$ cat config.mk
export PLATFORM = sky130hd
export DESIGN_NAME = binary_to_bcd_seq
export DESIGN_NICKNAME = d
export VERILOG_FILES = /design/src/rtl/bcd_pkg.sv /design/src/rtl/bcd_add3.sv /design/src/rtl/binary_to_bcd_seq.sv
export SDC_FILE = /design/constraint.sdc
export NUM_CORES = 1
export LEC_CHECK = 0
export BUFFER_PORTS_ARGS = -buffer_cell sky130_fd_sc_hd__buf_2
export CORE_MARGIN = 8
export CORE_UTILIZATION = 57
export DETAILED_ROUTE_END_ITERATION = 12
export PLACE_DENSITY = 0.79
export REMOVE_ABC_BUFFERS = 1
export SYNTH_ARGS = -nofsm -noshare
export SYNTH_HDL_FRONTEND = slang
export SYNTH_HIERARCHICAL = 1
export SYNTH_SLANG_ARGS = --single-unit
$ cat constraint.sdc
create_clock -name clk -period 2 [get_ports clk]
set_clock_uncertainty 0.1 [all_clocks]
set_input_delay 0.1 -clock clk [delete_from_list [all_inputs] [get_ports clk]]
set_output_delay 0.1 -clock clk [all_outputs]
set_load 0.02 [all_outputs]
$ cat src/rtl/bcd_pkg.sv
// Shared types and helpers for the sequential binary-to-BCD converter.
// Holds the FSM state encoding and digit-count sizing helper.
package bcd_pkg;

    typedef enum logic {
        IDLE  = 1'b0,
        SHIFT = 1'b1
    } state_t;

    localparam logic [3:0] BCD_NINE = 4'd9;

    // ceil(bin_w * log10(2)) in fixed point
    function automatic int min_digits(input int bin_w);
        return (bin_w * 30103 + 99999) / 100000;
    endfunction

endpackage

$ cat src/rtl/bcd_add3.sv
// Double-dabble digit correction cell.
// Adds 3 to a digit of 5 or more so the following shift carries decimally.
module bcd_add3 (
    input  logic [3:0] i_d,
    output logic [3:0] o_q
);

    assign o_q = (i_d >= 4'd5) ? i_d + 4'd3 : i_d;

endmodule

$ cat src/rtl/binary_to_bcd_seq.sv
// Sequential double-dabble converter, one shift per clock.
// Start/busy/done handshake, optional auto-convert, overflow saturation.
module binary_to_bcd_seq
    import bcd_pkg::*;
#(
    parameter int BIN_W     = 16,
    parameter int DIGITS    = 5,
    parameter int AUTO_MODE = 0
) (
    input  logic                  clk,
    input  logic                  rst,
    input  logic                  start,
    input  logic [BIN_W-1:0]      bin_in,
    output logic                  busy,
    output logic                  done,
    output logic [4*DIGITS-1:0]   bcd_out,
    output logic                  overflow
);

    localparam int DW = 4 * DIGITS;
    localparam int CW = $clog2(BIN_W + 1);

    state_t              r_state;
    logic [BIN_W-1:0]    r_bin;
    logic [DW-1:0]       r_dig;
    logic                r_ovf;
    logic [CW-1:0]       r_cnt;
    logic [BIN_W-1:0]    r_last;
    logic                r_busy;
    logic                r_done;
    logic [DW-1:0]       r_bcd;
    logic                r_ovf_o;

    logic [DW-1:0]       w_adj;
    logic [DW+BIN_W:0]   w_sh;
    logic [DW-1:0]       w_dig_nx;
    logic [BIN_W-1:0]    w_bin_nx;
    logic                w_ovf_nx;
    logic                w_trig;
    logic                w_last_cyc;
    logic [DW-1:0]       w_nines;

    for (genvar g = 0; g < DIGITS; g++) begin : g_add3
        bcd_add3 u_add3 (
            .i_d (r_dig[4*g +: 4]),
            .o_q (w_adj[4*g +: 4])
        );
    end

    // Bit DW+BIN_W is the bit pushed out of the top digit
    assign w_sh       = {w_adj, r_bin, 1'b0};
    assign w_bin_nx   = w_sh[BIN_W-1:0];
    assign w_dig_nx   = w_sh[DW+BIN_W-1:BIN_W];
    assign w_ovf_nx   = r_ovf | w_sh[DW+BIN_W];
    assign w_last_cyc = (r_cnt == CW'(BIN_W - 1));
    assign w_nines    = {DIGITS{BCD_NINE}};
    assign w_trig     = (AUTO_MODE != 0) ? (bin_in != r_last) : start;

    always_ff @(posedge clk or negedge rst) begin
        if (!rst) begin
            r_state <= IDLE;
            r_bin   <= '0;
            r_dig   <= '0;
            r_ovf   <= 1'b0;
            r_cnt   <= '0;
            r_last  <= '0;
            r_busy  <= 1'b0;
            r_done  <= 1'b0;
            r_bcd   <= '0;
            r_ovf_o <= 1'b0;
        end else begin
            r_done <= 1'b0;
            unique case (r_state)
                IDLE: begin
                    if (w_trig) begin
                        r_bin   <= bin_in;
                        r_dig   <= '0;
                        r_ovf   <= 1'b0;
                        r_last  <= bin_in;
                        r_cnt   <= '0;
                        r_busy  <= 1'b1;
                        r_state <= SHIFT;
                    end
                end
                SHIFT: begin
                    r_bin <= w_bin_nx;
                    r_dig <= w_dig_nx;
                    r_ovf <= w_ovf_nx;
                    r_cnt <= r_cnt + 1'b1;
                    if (w_last_cyc) begin
                        r_bcd   <= w_ovf_nx ? w_nines : w_dig_nx;
                        r_ovf_o <= w_ovf_nx;
                        r_done  <= 1'b1;
                        r_busy  <= 1'b0;
                        r_state <= IDLE;
                    end
                end
                default: r_state <= IDLE;
            endcase
        end
    end

    assign busy     = r_busy;
    assign done     = r_done;
    assign bcd_out  = r_bcd;
    assign overflow = r_ovf_o;

endmodule

### Word-level counts from Yosys, hierarchy flattened

Index checks and enable logic that the tools add are counted.

| cells by class | value |
|---|---|
| order comparisons | 5 |
| eq/ne operators | 3 |
| bitwise operators | 2 |
| multiplexer cells | 22 |
| shift operators | 0 |
| div/mod/pow operators | 0 |
| add/sub/neg operators | 6 |
| $mul | 0 |
| reduce and logical (&&, ||, !) cells | 2 |

Operators with widths:

| kind | count |
|---|---|
| 20-bit two-way mux | 2 |
| 20-bit case mux with 2 select lines | 1 |
| 16-bit case mux with 2 select lines | 1 |
| 4-bit by 2-bit adder with 4-bit output, second input constant | 5 |
| 4-bit by 3-bit >= comparator with 1-bit output, second input constant | 5 |
| 4-bit two-way mux | 5 |
| 16-bit two-way mux | 1 |
| 5-bit case mux with 2 select lines | 1 |
| 1-bit two-way mux | 7 |
| 1-bit case mux with 2 select lines | 3 |
| 5-bit by 1-bit adder with 5-bit output, second input constant | 1 |
| 5-bit by 4-bit equality test with 1-bit output, second input constant | 1 |
| 5-bit two-way mux | 1 |
| 2-bit AND reduction | 2 |
| 2-bit by 1-bit inequality test with 1-bit output, second input constant | 1 |
| 2-bit inequality test, second input constant | 1 |
| 1-bit inverter | 1 |
| 1-bit bitwise OR | 1 |

| storage, ports and cells | value |
|---|---|
| RAM bits | 0 |
| ROM bits | 0 |
| output and inout bits | 23 |
| latch bits | 0 |
| memories kept | 0 |
| register bits after elaboration | 66 |

### Depth between registers and ports, before layout

| logic depth | value |
|---|---|
| depth after elaboration | 4 |
| depth in mapped cells | 8 |
| mapped depth without buffers | 7 |

### Hierarchy

The synthesis kept the hierarchy.

By module, submodules not included:

| module | sequential area each (µm²) | cells an instance | area each (µm²) | instances |
|---|---|---|---|---|
| binary_to_bcd_seq | 1,651.6 | 203 | 2,588.7 | 1 |
| bcd_add3 | 0.0 | 16 | 101.3 | 5 |

### Worst setup path before layout

Ideal clock, no wire load.

| timing path | value |
|---|---|
| path kind | flip-flop to flip-flop |
| start point | reg r_dig[16] |
| end point | reg r_bcd[0] (netlist: bcd_out[0]) |
| cell stages (with the launch flop) | 8 |
| setup slack | 0.208 ns |
| period minus slack after synthesis | 1.792 ns |
| data arrival time | 1.571 ns |
| data required time | 1.779 ns |
| setup time | 0.121 ns |
| cells stage by stage | dfrtp_1 > ha_1 > nand2b_1 > nand2b_1 > o21ai_1 > or3_1 > buf_6 > o22a_1 |

| between the ends | value |
|---|---|
| word-level cells in the longest chain between the ends | 4 |
| elaborated cells between the ends (all ways) | 5 |

RTL lines:

| element | line | text |
|---|---|---|
| from (decl) | binary_to_bcd_seq.sv:25 | `logic [DW-1:0] r_dig;` |
| from (signal assigned) | binary_to_bcd_seq.sv:87 | `r_dig <= w_dig_nx;` |
| 4-bit by 2-bit adder with 4-bit output or 4-bit by 3-bit >= comparator with 1-bit output (tied branches) | bcd_add3.sv:8 | `assign o_q = (i_d >= 4'd5) ? i_d + 4'd3 : i_d;` |
| 4-bit two-way mux * | bcd_add3.sv:8 |  |
| named net w_adj[19] | binary_to_bcd_seq.sv:34 | `logic [DW-1:0] w_adj;` |
| 1-bit bitwise OR * | binary_to_bcd_seq.sv:54 | `assign w_ovf_nx = r_ovf \| w_sh[DW+BIN_W];` |
| 20-bit two-way mux * | binary_to_bcd_seq.sv:91 | `r_bcd <= w_ovf_nx ? w_nines : w_dig_nx;` |
| to (signal assigned) | binary_to_bcd_seq.sv:91 |  |
| to (decl) | binary_to_bcd_seq.sv:31 | `logic [DW-1:0] r_bcd;` |

The timed path passes the listed nets; every way through them passes the cells marked *.
A chain may end at the register's enable or synchronous reset.

### Final worst setup path

| timing path | value |
|---|---|
| start point | reg r_dig[17] |
| end point | reg r_bcd[4] (netlist: bcd_out[4]) |

Same word-level chain as after synthesis.

==> run metrics <==
Arrival @ worst endpoint between 2 and 2.5 ns; Cell Area, Synth just over 0.003 mm^2; Bufs on Longest Clock Path 2; final net count 380; hold crit path type input pin to flop; count of cell types in the netlist 27; Worst-Skew Late Latency roughly 0.34 ns; DRC viols 0; met1 Usage GRT 0.223; Worst Setup Start Kind flop; Root Buffer clkbuf_8; Layout Area Growth over Synthesis 22.2%; Post-Layout Inst Area 0.00378 mm^2; mean post-synth cell area ~11 um^2; Seq/Total Area, Yosys 0.534; pre-CTS setup slack between 0.008 and 0.009 ns; DRT antenna net count 0; global-route wire length before repair about 11000 um; Vias 2298; status finished, final reports clean; cell taking the most area after synthesis dfrtp_1; layer with the highest usage met2; CP Max Fanout 10; IO Count 42; share of cells above drive strength 1 0.218; Slew HR 0.611; Pwr per Cell Area 1550 mW/mm^2; Peak supply drop approximately 0.78 mV; largest cells by area after synthesis dfrtp_1 53%, a22o_1 8.5%, mux2i_1 7.1%; count leader, synth dfrtp_1; GP Congestion about 0.81; HPWL Detailed approximately 4300 um; Die ar. just over 0.008 mm^2; largest net degree at the start of global routing 42; Slew @ Worst Pin approximately 0.6 ns; Rows 27; Worst Slack Setup Final slightly below 0.09 ns; final slew viol count 0; worst hold slack ~0.17 ns; FFs w/ async S/R, synth 1.00; Worst Setup SP r_dig[17]; die height ~90 um; r2r startpoint r_dig[17]; # diodes 0; initial antenna violation count 0; grt total ovfl 0; R2R Path End bcd_out[4]; Final Hold Viols 0; I/O Buffers between 40 and 50; part of the cycle the worst path needs 0.955; GRT Total Usage 0.188; ys flop type dfrtp_1; Starting Density 0.576; TritonCTS Buffers 9; worst r2r path cells 7; minimum clock period between 1.5 and 2 ns; CTS tree yes; Post-synth top cells 66 x dfrtp_1, 37 x nand2_1, 30 x a22o_1; Post-synth EDFFs 0; Worst EP required roughly 2.1 ns; Max Freq about 520 MHz; met3 Usage GRT 0.0637; RSZ-0062 raised after global routing yes; # H-tree levels 3; grt met2 use 0.299; Final Setup Violations 0; DR pass1 iterations 4; Worst setup EP type flop; DIE WIDTH 89.7 um; Hold Crit Endpoint r_cnt[1]; Post-DP Area 0.00340 mm^2; cells after synthesis ~280; total core area between 0.005 and 0.006 mm^2; clock slew at reported path FFs ~0.07 ns; Min-Delay Path Depth 2; Filler Cell Count between 300 and 400; WL/cell about 16 um; initial drt markers between 90 and 100; Reg2Reg Setup Slack 0.09 ns; Post-Route WL about 6600 um; FF+latch count, synth 66; kind of critical path flop to flop; Vias per Instance around 5.4; clk sink count 66; Worst Min Path Start start; Static Leak approximately 0.0019 uW; share of the synthesized area in the top cell type 0.534; Syn. warnings 6; Max Cap Violations 0; vias in the first global route 2407; Post-CTS Setup Bufs 0
## cells by family (layout without fill, tap and decap cells)
kind of cell / after synthesis / count (layout) / synth area share
muxes: 22 / 22 / 0.0711
xor gates and xnor gates: 7 / 7 / 0.0198
and+or+nand+nor: 68 / 68 / 0.0982
adders and majority gates: 13 / 13 / 0.0525
DFF: 66 / 66 / 0.534
buffers and inverters: 30 / 100 / 0.0437
AOI/OAI and AO/OA: 77 / 77 / 0.181
## cell type report
class                   count  area [um^2]  share of cell area
repair inverters            1         7.51             0.00198
well taps                  72         90.1              0.0238
clock buffers              14          173              0.0456
clock inverters             2         10.0             0.00265
multi-input cells         187         1320               0.349
inverters                  14         56.3              0.0149
flip-flops and latches     66         1650               0.437
repair buffers             69          474               0.125
## routing by layer
metal  vias to the layer above  share of wire
met2                        55           0.48
li1                       1122              -
met4                         0          0.019
met3                        11          0.064
met1                      1110           0.43
met5                         -              0
## per-stage QoR
stage | utilization | setup TNS (ns) | power, uW | cells
4_1_cts | 0.700 | 0 | 5880 | 424
3_3_place_gp | 0.634 | 0 | 4700 | 391
2_1_floorplan | - | -14.95 | 4110 | 267
5_1_grt | 0.704 | -0.0854 | 6330 | 425
6_report | 0.704 | 0 | 5860 | 425
3_5_place_dp | 0.634 | 0 | 4820 | 391
## state kept, by name, summed over array words and instances (netlist names)
register / flops
bcd_out: 20
r_state: 1
done: 1
overflow: 1
r_cnt: 5
r_bin: 16
r_ovf: 1
busy: 1
r_dig: 20
## critical path, stage by stage, from the launching register on
cell and delay (ns):
dfrtp_1 0.40, inv_1 0.12, ha_2 0.21, nand2b_1 0.09
nand2b_1 0.08, o21ai_1 0.10, or3_4 0.49, o22a_1 0.20
## how the worst max path moves through the flow
| stage | endpoint | cells after the start |
|---|---|---|
| floorplan | bcd_out[10] | 3 |
| detailed placement | bcd_out[4] | 7 |
| global route | bcd_out[12] | 7 |
| global placement | bcd_out[12] | 6 |
| finish | bcd_out[4] | 7 |
| CTS | bcd_out[4] | 7 |
## what timing repair did
action	in CTS	in global routing
hold buffers	17	0
pin swaps	0	0
endpoints found under the hold margin	41	0
cloned	0	1
setup endpoints to repair	4	21
gates resized for setup	1	5
## report_power, final
group / internal [uW] / leakage [uW] / switching, uW
Clock: 549 / 0.0000965 / 477
Sequential: 1870 / 0.000824 / 425
Combinational: 1220 / 0.000934 / 1320
Total: 3630 / 0.00185 / 2220
## cells in the final DEF, fill, tap and decap left out, drive strengths merged, types with 2 or more instances in the layout
master and count:
mux2i 22, a22o 30, a21oi 5, dlygate4sd3 17, nand2b 14, o21ai 29
buf 52, clkinv 2, clkbuf 14, xnor2 6, nor2 11, nand2 38
clkinvlp 2, inv 13, dfrtp 66, o22a 10, ha 13
No activity file was read; power rests on OpenSTA's default activity.
